`src/rtl/irq_pending_ctrl.sv`:
```
// Request-capture and service controller feeding a 4-to-2 priority encoder.
// Optional per-line masking is enabled by defining IRQ_MASK_EN.
module irq_pending_ctrl #(
    parameter int unsigned HOLDOFF = 2
) (
    input  logic       clk,
    input  logic       rst,
    input  logic [3:0] req_in,
    output logic [3:0] pend,
    output logic       enc_en,
    input  logic [1:0] enc_code,
    input  logic       enc_valid,
    output logic       irq,
    output logic [1:0] irq_id,
    input  logic       ack,
`ifdef IRQ_MASK_EN
    input  logic [3:0] mask,
`endif
    output logic [3:0] overrun
);

    typedef enum logic [1:0] {
        ST_IDLE,
        ST_ASSERT,
        ST_HOLD
    } state_t;

    localparam logic [3:0] HOLD_INIT = 4'(HOLDOFF);

    state_t     state_q, state_d;
    logic [3:0] req_q;
    logic [3:0] pend_q;
    logic [3:0] cnt_q;
    logic [3:0] edge_vec;
    logic [3:0] clr_vec;
    logic       ack_acc;
    logic       grant;

    assign edge_vec = req_in & ~req_q;
    assign ack_acc  = (state_q == ST_ASSERT) && ack;
    assign grant    = (state_q == ST_IDLE) && enc_valid;
    assign clr_vec  = ack_acc ? (4'b0001 << irq_id) : 4'b0000;

`ifdef IRQ_MASK_EN
    // Masked lines keep their pending bit but are hidden from the encoder.
    assign pend = pend_q & ~mask;
`else
    assign pend = pend_q;
`endif

    // State register.
    always_ff @(posedge clk) begin
        if (rst) state_q <= ST_IDLE;
        else     state_q <= state_d;
    end

    // Next-state logic.
    always_comb begin
        // NOTE: default assignment first so no path through the case infers a latch.
        state_d = state_q;
        case (state_q)
            ST_IDLE:   if (enc_valid) state_d = ST_ASSERT;
            ST_ASSERT: if (ack) state_d = (HOLDOFF == 0) ? ST_IDLE : ST_HOLD;
            ST_HOLD:   if (cnt_q <= 4'd1) state_d = ST_IDLE;
            default:   state_d = ST_IDLE;
        endcase
    end

    // Outputs: the encoder is only enabled while idle and out of reset.
    always_comb begin
        enc_en = (state_q == ST_IDLE) && !rst;
        irq    = (state_q == ST_ASSERT);
    end

    // Capture, pending/overrun tracking, grant index and hold-off counter.
    always_ff @(posedge clk) begin
        if (rst) begin
            // A line held high through reset must not look like a fresh edge.
            req_q   <= 4'b1111;
            pend_q  <= 4'b0000;
            overrun <= 4'b0000;
            irq_id  <= 2'd0;
            cnt_q   <= 4'd0;
        end else begin
            // NOTE: non-blocking assignments so every register sees pre-edge values.
            req_q   <= req_in;
            pend_q  <= (pend_q & ~clr_vec) | edge_vec;
            overrun <= overrun | (edge_vec & pend_q & ~clr_vec);
            if (grant) irq_id <= enc_code;
            if (ack_acc)                 cnt_q <= HOLD_INIT;
            else if (state_q == ST_HOLD) cnt_q <= cnt_q - 4'd1;
        end
    end

endmodule

```
`config.mk`:
```
export PLATFORM = sky130hd
export DESIGN_NAME = irq_pending_ctrl
export DESIGN_NICKNAME = d
export VERILOG_FILES = /design/src/rtl/irq_pending_ctrl.sv
export SDC_FILE = /design/constraint.sdc
export NUM_CORES = 1
export LEC_CHECK = 0
export ABC_AREA = 0
export CORE_MARGIN = 2
export CORE_UTILIZATION = 40
export CTS_BUF_LIST = sky130_fd_sc_hd__clkbuf_4
export CTS_CLUSTER_SIZE = 14
export DETAILED_ROUTE_END_ITERATION = 10
export PLACE_DENSITY = 0.7
export SETUP_SLACK_MARGIN = 0.5
export SLEW_MARGIN = 0
export SYNTH_ARGS = -nofsm -noshare
export SYNTH_HDL_FRONTEND = slang
export SYNTH_SLANG_ARGS = --single-unit
```
`constraint.sdc`:
```
create_clock -name clk -period 1.2 [get_ports clk]
set_input_delay 0.18 -clock clk [delete_from_list [all_inputs] [get_ports clk]]
set_output_delay 0.18 -clock clk [all_outputs]
set_load 0.01 [all_outputs]
```
Word level (Yosys, flattened, before mapping)
Cells that the tools add are included.
{"block": "word_totals", "out_inout_bits": 12, "reg_bits": 20, "word_cells": 38, "in_bits": 10}
{"block": "classes", "n_reduce_logical": 8, "n_mux": 7, "n_shift": 1, "add_sub_neg": 1, "bitwise": 8, "order_cmp": 1, "n_eq_ne": 5}
{"cell": "4-bit bitwise AND", "n": 4}
{"cell": "2-bit 2-to-1 mux", "n": 5}
{"cell": "4-bit NOT", "n": 2}
{"cell": "4-bit OR", "n": 2}
{"cell": "2-bit one-hot mux with 3 select lines", "n": 1}
{"cell": "4-bit by 1-bit less-or-equal comparator with 1-bit output (second input constant)", "n": 1}
{"cell": "4-bit 2-to-1 mux", "n": 1}
{"cell": "2-bit != test (second input constant)", "n": 2}
{"cell": "1-bit by 2-bit << shifter with 4-bit output (first input constant)", "n": 1}
{"cell": "4-bit by 1-bit subtractor with 4-bit output (second input constant)", "n": 1}
{"cell": "1-bit logical AND", "n": 3}
{"cell": "3-bit AND reduction", "n": 1}
{"cell": "2-bit by 1-bit equality test with 1-bit output (second input constant)", "n": 1}
{"cell": "2-bit equality test (second input constant)", "n": 1}
{"cell": "2-bit logical NOT", "n": 1}
{"cell": "2-bit by 1-bit != test with 1-bit output (second input constant)", "n": 1}
{"cell": "2-bit nonzero test", "n": 1}
{"cell": "2-bit OR reduction", "n": 1}
{"cell": "1-bit logical NOT", "n": 1}

Longest topological paths before layout
{"block": "logic_depth", "word_depth": 6, "ltp_mapped": 5, "ltp_nobuf": 5}

Worst setup path before layout
Ideal clock, no wire load.
{"block": "synth_path", "path_type": "reg2reg", "start": "register cnt_q[0]", "end": "register cnt_q[1]", "arrival_time_ns": 1.070, "required_time_ns": 1.135, "stages_incl_launch_ff": 5, "setup_slack_ns": 0.065, "path_buffers": 0, "path_cell_list": "dfxtp_1 inv_1 ha_1 o221a_1 nor2_1"}
{"block": "synth_via", "elab_chain_cells": 3}
{"item": "from (decl)", "line_no": "33", "text": "logic [3:0] cnt_q;"}
{"item": "from (signal assigned)", "line_no": "91", "text": "else if (state_q == ST_HOLD) cnt_q <= cnt_q - 4'd1;"}
{"item": "4-bit by 1-bit subtractor with 4-bit output", "line_no": "91"}
{"item": "2-bit 2-to-1 mux", "line_no": "91"}
{"item": "2-bit 2-to-1 mux", "line_no": "90", "text": "if (ack_acc) cnt_q <= HOLD_INIT;"}
Every way passes these cells. The select of a mux whose other input is x is not followed.
A chain may end at the register's enable or synchronous reset.

Worst setup path in the final report
{"block": "layout_path", "start": "register state_q[0]", "end": "register cnt_q[2]"}
{"block": "layout_via", "elab_chain_cells": 3}
{"item": "from (decl)", "line_no": "30", "text": "state_t state_q, state_d;"}
{"item": "from (signal assigned)", "line_no": "54", "text": "else state_q <= state_d;"}
{"item": "2-bit by 1-bit equality test with 1-bit output", "line_no": "40", "text": "assign ack_acc = (state_q == ST_ASSERT) && ack;"}
{"item": "1-bit logical AND", "line_no": "40"}
{"item": "2-bit OR reduction (no line)"}
Several ways; a longest one is shown, not always the timed one.

==> out/summary.txt <==
Max_slew headroom: 79.9%
Worst Hold Class: in -> reg
Total track usage: 17.1%
Final worst slack: 21.3 ps
Post-route minimum period: 1180 ps
DR WL/cell: 14.7 µm
Antenna violation net count after detailed routing: 0
Final worst path period share: 98.2%
Status: completed
Die Area: 2570 µm²
Final std cells w/o fill: 162
Post-Route WL: 2.38 mm
Initial Utilization: 43.5%
Register area share after synthesis: 46.0%
Clock Sinks: 20
# hold bufs at CTS: 0
Hold Violations, Final: 0
Largest family of logic cells by synthesized area: simple AND/OR/NAND/NOR gates
Mapped Area: 871 µm²
RSZ-0062 raised after global routing: true
Reg-to-reg slack, setup: 20 ps
Final GP Congestion: 0.756
Gr ovfl total: 0
Nets: 148
Syn avg cell area: 8.80 µm²
Area Overhead vs Synth: 69.7%
Syn. warnings: 0
Largest net degree at the start of global routing: 23
Clk buf depth: 2
Reg clk slew, reported paths: 130 ps
Hold_ws: 133 ps
Ports: 22
Final Setup Violations: 0
Adder-Cell Fraction of Synth Area: 2.87%
P_leak: 0.602 nW
Power Density: 1110 nW/µm²
HPWL Detailed: 1.29 mm
Most frequent cells in the layout: a21oi_1, buf_6, buf_4
Clock skew: 16.4 ps
Max Slew Vio Count: 0
Placed cells: 150
DR vias: 853
CTS Root Cell: clkbuf_4
IO buf count: 21
Synth Area in Compound Gates: 18.2%
Chip height: 50.7 µm
Commonest non-fill, non-tap cell in the layout: a21oi_1
DRC viols: 0
Worst-path maximum fanout: 8
Netlist cell types: 28
Via density: 5.27
Setup TNS: 0 ps
WS Path Type: reg -> reg
Crit path DAT: 1380 ps
Post-layout util: 73.8%
Core footprint: 2000 µm²
Post-synthesis simple-gate area fraction: 22.7%
Synthesized netlist cell count: 99
Vias in the first global route: 758
ANT cells: 0
Synthesized Nets: 111
Mux cell area share after synthesis: 2.30%
H-tree level count: 1
Flops & latches, synth: 20
CP required: 1400 ps
Clk Latency, worst-skew pair: 310 ps
Die W: 50.7 µm
CP Capture Type: flip-flop
Highest clock rate: 848 MHz
First-pass GRT wire length: 3.34 mm
Total of max-cap violations: 0
Crit start category: flip-flop
Peak VDD IR: 0.748 mV
Num CTS Buffers: 3
Rows: 16
CTS tree: done
Initial antenna violation count: 0
Number of DRC markers in iteration 0: 10
Router iterations before antenna repair: 4
Dpl ws: -282 ps
Proportion of layout cells with a drive suffix above 1: 50.4%
Xor/xnor share of the synthesized area: 0%
Slew @ Worst Pin: 302 ps
==> kinds of logic (layout without fill, tap and decap cells) <==
family	Yosys count	in the layout
simple gates	33	33
compound gates	26	26
flops	20	20
buf+inv	16	52
fa+ha+maj	2	2
mux	2	2
==> per-layer routing <==
metal	vias to the layer above	GRT usage (%)	routed length [µm]
li1	419	-	-
met1	407	22.8	1070
met2	19	27.4	1150
met3	8	3.57	92
met4	0	5.41	63
met5	-	0	0
==> flip-flops by register name, summed over array words and instances (netlist names) <==
| name | count |
|---|---|
| pend | 4 |
| overrun | 4 |
| state_q | 2 |
| req_q | 4 |
| irq_id | 2 |
| cnt_q | 4 |
==> path summary, 6_finish.rpt <==
| kind | startpoint | end | depth (start not counted) |
|---|---|---|---|
| setup / recovery | state_q[0] | cnt_q[2] | 4 |
| hold / removal | req_in[1] | req_q[1] | 2 |
| setup reg to reg | state_q[0] | cnt_q[2] | 4 |
| hold reg to reg | overrun[0] | overrun[0] | 2 |
==> power by group <==
group	switching (mW)	internal [mW]
Sequential	0.0351	0.695
Clock	0.225	0.338
Combinational	0.152	0.193
==> worst max-delay path: stages (launching register included) <==
cell,delay (ps)
dfxtp_4,390
buf_8,150
nand2b_1,180
nor2_1,80
nor4_1,290
==> synth_stat cells <==
cell type  number  area share, %
nor4_4          1            2.4
o21ai_1         4            2.3
nor2b_1         1           0.72
mux2i_1         2            2.3
nor3b_1         1           0.86
or2_0           1           0.72
or2_2           4            2.9
inv_2           1           0.43
o221a_1         1            1.3
buf_2           1           0.57
nand4b_1        1            1.0
nor3b_2         1            1.4
nand2b_1        1           0.72
nand4bb_1       1            1.3
nand2_1         8            3.4
nor4_1          1           0.72
dfxtp_1        20             46
o2111ai_1       4            4.0
clkbuf_1        2           0.86
nor3_1          4            2.3
ha_1            2            2.9
inv_1          11            4.7
o311ai_1        1            1.0
a211o_1         1            1.0
buf_6           1            1.3
nor4bb_1        1            1.1
nor2_1          7            3.0
a21oi_1        15            8.6
==> final cells by class <==
type | instances | area, µm²
Inverter | 12 | 50.0
Sequential cell | 20 | 429
Multi-Input combinational cell | 63 | 527
Clock inverter | 1 | 30.0
Tap cell | 27 | 33.8
Fill cell | 146 | 524
Clock buffer | 3 | 22.5
Timing Repair Buffer | 36 | 385
==> repair_timing <==
item | in CTS | in global routing
pin swaps | 11 | 10
resized for setup | 82 | 18
gates cloned | 0 | 1
setup endpoints to repair | 32 | 32
hold endpoints to repair | 0 | 0
setup buffers | 7 | 0
==> through the flow <==
| stage | cell area, µm² | power, mW |
|---|---|---|
| 2_1_floorplan | 918 | 0.880 |
| 3_3_place_gp | 1170 | 0.983 |
| 3_5_place_dp | 1170 | 0.989 |
| 4_1_cts | 1370 | 1.59 |
| 5_1_grt | 1480 | 1.70 |
| 6_report | 1480 | 1.64 |
No activity file was read; power rests on OpenSTA's default activity.
